$ cat config.mk
export PLATFORM = sky130hd
export DESIGN_NAME = gf8_mul_sched
export DESIGN_NICKNAME = d
export VERILOG_FILES = /design/src/rtl/gf8_mul_sched.sv
export SDC_FILE = /design/constraint.sdc
export NUM_CORES = 1
export LEC_CHECK = 0
export CAP_MARGIN = 15
export CELL_PAD_IN_SITES_DETAIL_PLACEMENT = 1
export CELL_PAD_IN_SITES_GLOBAL_PLACEMENT = 2
export CORE_ASPECT_RATIO = 1.4
export CORE_MARGIN = 3
export CORE_UTILIZATION = 35
export CTS_CLUSTER_DIAMETER = 100
export DETAILED_ROUTE_END_ITERATION = 12
export PLACE_DENSITY = 0.95
export SLEW_MARGIN = 0
export SYNTH_ARGS = -nofsm -noshare
export SYNTH_HDL_FRONTEND = slang
export SYNTH_SLANG_ARGS = --single-unit
$ cat constraint.sdc
create_clock -name clk -period 3.8 [get_ports clk]
set_clock_uncertainty 0.1 [all_clocks]
set_input_delay 0.76 -clock clk [delete_from_list [all_inputs] [get_ports clk]]
set_output_delay 0.76 -clock clk [all_outputs]
set_load 0.02 [all_outputs]
$ cat src/rtl/gf8_mul_sched.sv
`default_nettype none
`timescale 1ns/1ps
// ============================================================================
//  Module   : gf8_mul_sched
//  Purpose  : Round-robin scheduler for two requesters sharing one 8-bit
//             truncated carry-less multiplier. It builds the 15-bit product
//             in two passes (direct, then bit-reversed) and can optionally
//             reduce the product modulo a GF(2^8) polynomial, one bit per
//             cycle.
//  Revision : 1.0 - initial release
// ============================================================================
module gf8_mul_sched #(
   parameter logic [7:0] POLY   = 8'h1B,
   parameter bit         REDUCE = 1'b1
) (
   input  logic        clk,
   input  logic        rst_n,
   input  logic        s0_valid,
   output logic        s0_ready,
   input  logic [7:0]  s0_a,
   input  logic [7:0]  s0_b,
   input  logic        s1_valid,
   output logic        s1_ready,
   input  logic [7:0]  s1_a,
   input  logic [7:0]  s1_b,
   output logic        rsp_valid,
   input  logic        rsp_ready,
   output logic        rsp_id,
   output logic [15:0] rsp_prod,
   output logic [7:0]  rsp_y,
   output logic        busy
);

   typedef enum logic [2:0] {
      S_IDLE = 3'd0,
      S_LO   = 3'd1,
      S_HI   = 3'd2,
      S_RED  = 3'd3,
      S_DONE = 3'd4
   } state_t;

   // Reduction walks the product from its top bit down to x^8.
   localparam logic [3:0] c_idx_top  = 4'd14;
   localparam logic [3:0] c_idx_last = 4'd8;

   state_t      state_q, state_d;
   logic [7:0]  a_q, a_d;
   logic [7:0]  b_q, b_d;
   logic        id_q, id_d;
   logic        last_q, last_d;
   logic [14:0] prod_q, prod_d;
   logic [14:0] r_q, r_d;
   logic [3:0]  idx_q, idx_d;

   logic [7:0]  w_core_a;
   logic [7:0]  w_core_b;
   logic [7:0]  w_core_y;
   logic [6:0]  w_hi_bits;
   logic [14:0] w_poly_sh;
   logic        w_grant1;

   // Truncated carry-less multiply: y[k] = XOR of a[i]&b[j] with i+j=k.
   function automatic logic [7:0] clmul8(input logic [7:0] a, input logic [7:0] b);
      logic [7:0] y;
      y = '0;
      for (int k = 0; k < 8; k++) begin
         for (int i = 0; i <= k; i++) begin
            y[k] = y[k] ^ (a[i] & b[k-i]);
         end
      end
      return y;
   endfunction

   function automatic logic [7:0] rev8(input logic [7:0] x);
      logic [7:0] y;
      for (int i = 0; i < 8; i++) y[i] = x[7-i];
      return y;
   endfunction

   function automatic logic [6:0] rev7(input logic [6:0] x);
      logic [6:0] y;
      for (int i = 0; i < 7; i++) y[i] = x[6-i];
      return y;
   endfunction

   // Shared multiplier core; operands are parked at zero outside LO/HI.
   always_comb begin
      w_core_a = '0;
      w_core_b = '0;
      if (state_q == S_LO) begin
         w_core_a = a_q;
         w_core_b = b_q;
      end else if (state_q == S_HI) begin
         w_core_a = rev8(a_q);
         w_core_b = rev8(b_q);
      end
      w_core_y  = clmul8(w_core_a, w_core_b);
      // Low byte of the reversed product is P[14:7] reversed; bit 7 repeats P[7].
      w_hi_bits = rev7(w_core_y[6:0]);
      w_poly_sh = {7'd0, POLY} << (idx_q - c_idx_last);
   end

   // Round-robin grant: a tie goes to the requester not served last.
   always_comb begin
      if (s0_valid && s1_valid) w_grant1 = ~last_q;
      else                      w_grant1 = s1_valid;
      s0_ready = rst_n && (state_q == S_IDLE) && s0_valid && !w_grant1;
      s1_ready = rst_n && (state_q == S_IDLE) && s1_valid &&  w_grant1;
   end

   // Next-state and datapath register updates.
   always_comb begin
      state_d = state_q;
      a_d     = a_q;
      b_d     = b_q;
      id_d    = id_q;
      last_d  = last_q;
      prod_d  = prod_q;
      r_d     = r_q;
      idx_d   = idx_q;
      case (state_q)
         S_IDLE: begin
            if (s0_ready) begin
               a_d     = s0_a;
               b_d     = s0_b;
               id_d    = 1'b0;
               last_d  = 1'b0;
               state_d = S_LO;
            end else if (s1_ready) begin
               a_d     = s1_a;
               b_d     = s1_b;
               id_d    = 1'b1;
               last_d  = 1'b1;
               state_d = S_LO;
            end
         end
         S_LO: begin
            prod_d[7:0] = w_core_y;
            state_d     = S_HI;
         end
         S_HI: begin
            prod_d[14:8] = w_hi_bits;
            r_d          = {w_hi_bits, prod_q[7:0]};
            idx_d        = c_idx_top;
            state_d      = REDUCE ? S_RED : S_DONE;
         end
         S_RED: begin
            // The shifted polynomial stops one bit below idx, so the leading
            // x^idx term is cleared explicitly.
            if (r_q[idx_q]) r_d = r_q ^ w_poly_sh ^ (15'd1 << idx_q);
            idx_d = idx_q - 4'd1;
            if (idx_q == c_idx_last) state_d = S_DONE;
         end
         S_DONE: begin
            if (rsp_ready) state_d = S_IDLE;
         end
         default: state_d = S_IDLE;
      endcase
   end

   // State and datapath registers; reset aborts any job in flight.
   always_ff @(posedge clk or negedge rst_n) begin
      if (!rst_n) begin
         state_q <= S_IDLE;
         a_q     <= '0;
         b_q     <= '0;
         id_q    <= 1'b0;
         last_q  <= 1'b1;
         prod_q  <= '0;
         r_q     <= '0;
         idx_q   <= '0;
      end else begin
         state_q <= state_d;
         a_q     <= a_d;
         b_q     <= b_d;
         id_q    <= id_d;
         last_q  <= last_d;
         prod_q  <= prod_d;
         r_q     <= r_d;
         idx_q   <= idx_d;
      end
   end

   assign rsp_valid = (state_q == S_DONE);
   assign rsp_id    = id_q;
   assign rsp_prod  = {1'b0, prod_q};
   assign rsp_y     = REDUCE ? r_q[7:0] : prod_q[7:0];
   assign busy      = (state_q != S_IDLE);

endmodule
`default_nettype wire

-- After elaboration in Yosys (flattened, before gate mapping)
Cells that the tools add are included.
Widths: inputs -> output; s select.
- bits of input ports: 37
- bits in registers: 55
- word-level logic and storage cells: 125
- output and inout port bits: 29
- shift operators: 2
- add/subtract/negate cells: 2
- $lt $le $gt $ge: 1
- reduce and logical (&&, ||, !) cells: 14
- equal/unequal tests: 9
- mux-type cells: 21
- bitwise operators: 67
- operators with widths (cell ; count):
    $mux 8 ; 8
    $and 1x1->1 ; 36
    $pmux 15 s2 ; 1
    $xor 15x15->15 ; 2
    $xor 1x1->1 ; 28
    $mux 15 ; 1
    $pmux 3 s5 ; 1
    $shl 1x4->15 const A ; 1
    $shl 5x4->15 const A ; 1
    $mux 3 ; 4
    $pmux 4 s2 ; 1
    $eq 3x2->1 const B ; 2
    $logic_and 1x1->1 ; 6
    $lt 4x5->1 const B ; 1
    $bmux 1 s4 ; 1
    $eq 4x4->1 const B ; 1
    $mux 1 ; 4
    $ne 2x2->1 const B ; 2
    $reduce_and 2->1 ; 2
    $reduce_bool 2->1 ; 2
    $sub 4x1->4 const B ; 1
    $sub 4x4->4 const B ; 1
    $eq 3x1->1 const B ; 1
    $eq 3x3->1 const B ; 1
    7 further kinds ; 7

-- Depth between registers and ports, before layout
- depth in word-level cells: 11
- mapped depth: 9
- depth with buffers taken out: 8

-- Worst setup path after synthesis
No wires, ideal clock.
- path type: reg-to-output
- from: register state_q[0]
- to: output s0_ready
- cell stages (with the launch flop): 7
- buffers on the path: 3
- slack: 1235 ps
- arrival: 1705 ps
- required time: 2940 ps
- cells stage by stage: dfrtp_1 > buf_2 > buf_2 > nor4b_2 > nand3_1 > inv_2 > buf_2
- longest elaborated chain between the ends: 4
- ends and longest elaborated chain (item ; RTL line ; source):
    start, declared ; 46 ; state_t state_q, state_d;
    start signal, assigned ; 173 ; state_q <= state_d;
    $logic_not 3->1 ; 107 ; s0_ready = rst_n && (state_q == S_IDLE) && s0_valid && !w_grant1;
    $logic_and 1x1->1 (3 in a row) ; 107 ;
    end, declared ; 19 ; output logic s0_ready,
Every way passes these cells.

-- Worst setup path after layout
- from: input rst_n
- to: output s0_ready
- longest elaborated chain between the ends: 3
- ends and longest elaborated chain (item ; RTL line ; source):
    start, declared ; 17 ; input logic rst_n,
    $logic_and 1x1->1 (3 in a row) ; 107 ;
Every way passes these cells.

==> impl_metrics.json <==
{
  "outcome": "finished clean",
  "grt.total_usage": 0.190,
  "synth_area_um2": 3980,
  "cts_buffer_depth": 2,
  "grt_pass1_vias": 3901,
  "ys_seq_area_frac": 0.347,
  "start_util": 0.362,
  "drt-pass1-iter-count": 4,
  "grt.overflow.total": 0,
  "worst_r2r_path_depth": 7,
  "maxSlewViolCount": 0,
  "worstHoldPathCells": 2,
  "antenna_found_initial": 0,
  "synth_seq_cells": 55,
  "synthAdderAreaFrac": 0.0220,
  "avgSynthCellArea_um2": 8.51,
  "place_congestion": 0.908,
  "clock-sinks": 55,
  "grt_max_degree": 56,
  "place.detailed.hpwl_mm": 8.82,
  "synth-edff-count": 0,
  "ir_drop_v": 0.000255,
  "dr.first_iter.drc_count": 99,
  "yosysTopAreaCell": "dfrtp_1",
  "post-cts-setup-buffers": 0,
  "drive_gt1_frac": 0.0706,
  "drc": 0,
  "cts_buffers": 5,
  "synthSimpleGateAreaFrac": 0.241,
  "final_antenna_net_count": 0,
  "coreArea_um2": 11000,
  "nFillCells": 1308,
  "ys_warn_count": 0,
  "end_kind": "output pin",
  "p_per_area_nw_per_um2": 861,
  "post_cts_resized": 0,
  "cts_tree": "done",
  "min_path_type": "reg2reg",
  "timing.fmax_mhz": 311,
  "synth-compound-area-share": 0.216,
  "routed_wl_mm": 11.5,
  "hold_violations": 0,
  "synth_top_family_by_area": "simple AND/OR/NAND/NOR gates",
  "syn_to_final_growth_pct": 20.8,
  "dp.cells": 643,
  "io_pins": 66,
  "min_period_over_period": 0.847,
  "final_cells": 651,
  "ys_async_sr_fraction": 1.00,
  "crit_path_start_kind": "input pin",
  "slew_headroom": 0.526,
  "ctsHoldBuffers": 0,
  "n_antenna_cell": 0,
  "clkSlewWorstSetupHoldPaths_ns": 0.07,
  "timing.final.crit_period_ns": 3.22,
  "die_width_um": 96.1,
  "ys_top_cells_by_area": "dfrtp_1 34%, nand2_1 6.6%, nand3b_1 4.9%",
  "yosysMostFrequentCell": "nand2_1",
  "grt_pass1_wl_mm": 19.0,
  "syn_nets": 511,
  "worstSetupPathType": "in2out",
  "p_leak_uw": 0.00197,
  "setup_viol": 0,
  "max_stage_delay_ns": 0.66,
  "cp_max_fo": 17,
  "setup_tns_ns": 0,
  "cts-root-buf": "clkbuf_16",
  "htreeDepth": 2,
  "ys.flop_type": "dfrtp_1",
  "vias_per_cell": 5.54,
  "synthMuxAreaShare": 0.0371,
  "rows": 45,
  "die_area_um2": 12700,
  "fin_nets": 553,
  "required_ns": 2.94,
  "cp_slowest_cell": "clkdlybuf4s50_1",
  "path_cells": "buf_2, nor4b_2, nand3_1, inv_2, clkdlybuf4s50_1",
  "synthCells": 467,
  "grt_setup_unrepaired": "false",
  "yosys.cell_types.count": 61,
  "io_buffers": 64,
  "vias": 3604,
  "synth-xor-area-share": 0.0674,
  "yosysTopAreaCellShare": 0.340,
  "worstMarginPinSlew_ns": 0.710,
  "die_height_um": 132,
  "yosys-top-cells-count": "70 x nand2_1, 54 x dfrtp_1, 50 x nor2_1",
  "insertion_delay_ns": 0.30,
  "wl_per_cell_um": 17.7,
  "maxCapViolCount": 0,
  "arrival_ns": 2.36
}
==> registers in the layout (all words and copies together), names as in the netlist <==
signal,flops
a_q,8
b_q,8
idx_q,4
last_q,1
prod_q,15
r_q,15
rsp_id,1
state_q,3
==> cell families after synthesis <==
| logic type | after synthesis |
|---|---|
| DFF | 55 |
| buffers and inverters | 56 |
| other | 1 |
| and+or+nand+nor | 189 |
| muxes | 13 |
| AOI/OAI and AO/OA | 125 |
| adders and majority gates | 7 |
| xor gates and xnor gates | 21 |
==> layout make-up <==
| class | count | area, um2 | area share |
|---|---|---|---|
| clock buffers | 6 | 129 | 0.0268 |
| clock inverters | 2 | 12.5 | 0.00260 |
| inverters | 16 | 60.1 | 0.0125 |
| multi-input cells | 356 | 2330 | 0.485 |
| flip-flops and latches | 55 | 1380 | 0.287 |
| well taps | 141 | 176 | 0.0367 |
| repair buffers | 75 | 718 | 0.150 |
==> metal layers <==
metal,up-vias,wire length [um],global-route usage
met1,1726,4420,0.208
met2,91,6090,0.341
li1,1750,-,-
met4,0,623,0.103
met3,37,379,0.0246
met5,-,0,0
==> cells in the final DEF, fill, tap and decap left out, drive strengths merged, types with 6 or more instances in the layout <==
master,n
a21oi,19
ha,7
inv,16
nor2,50
nand3b,27
clkdlybuf4s50,63
a31oi,25
o22ai,8
a21o,8
nand2b,6
nor2b,7
nand2,70
buf,12
mux2i,8
a221oi,11
clkbuf,6
dfrtp,54
nor3,7
o21ai,22
xnor2,10
==> metrics by stage <==
stage | utilization | hold slack (ns) | area (um2) | setup WS, ns | total power (uW)
2_1_floorplan | - | 0.364 | 3980 | 1.24 | 2920
3_3_place_gp | 0.425 | 0.362 | 4660 | 0.605 | 3590
3_5_place_dp | 0.425 | 0.369 | 4660 | 0.593 | 3680
4_1_cts | 0.437 | 0.386 | 4800 | 0.584 | 4160
5_1_grt | 0.437 | 0.417 | 4800 | 0.464 | 4470
6_report | 0.437 | 0.379 | 4800 | 0.582 | 4130
==> worst max-delay path, delay by kind of cell <==
| family | cells | cell delay (ns) |
|---|---|---|
| buffers and inverters | 3 | 1.01 |
| AND/OR/NAND/NOR | 2 | 0.58 |
==> final timing paths <==
check	to	slack, ns	start
setup / recovery	s0_ready	0.58	rst_n
hold / removal	prod_q[13]$_DFFE_PN0N_	0.38	prod_q[13]$_DFFE_PN0N_
setup reg to reg	r_q[8]$_DFFE_PN0P_	1.01	state_q[1]$_DFFE_PN0P_
hold reg to reg	prod_q[13]$_DFFE_PN0N_	0.38	prod_q[13]$_DFFE_PN0N_
max in group asynchronous	state_q[1]$_DFFE_PN0P_	2.58	rst_n
min in group asynchronous	r_q[1]$_DFFE_PN0P_	0.51	rst_n
==> report_power, final <==
group / switching, uW / total [uW] / internal (uW)
logic: 1430 / 2510 / 1080
registers: 313 / 1160 / 848
clock network: 215 / 459 / 244
total: 1960 / 4130 / 2170
Power figures use the tool's default switching activity.
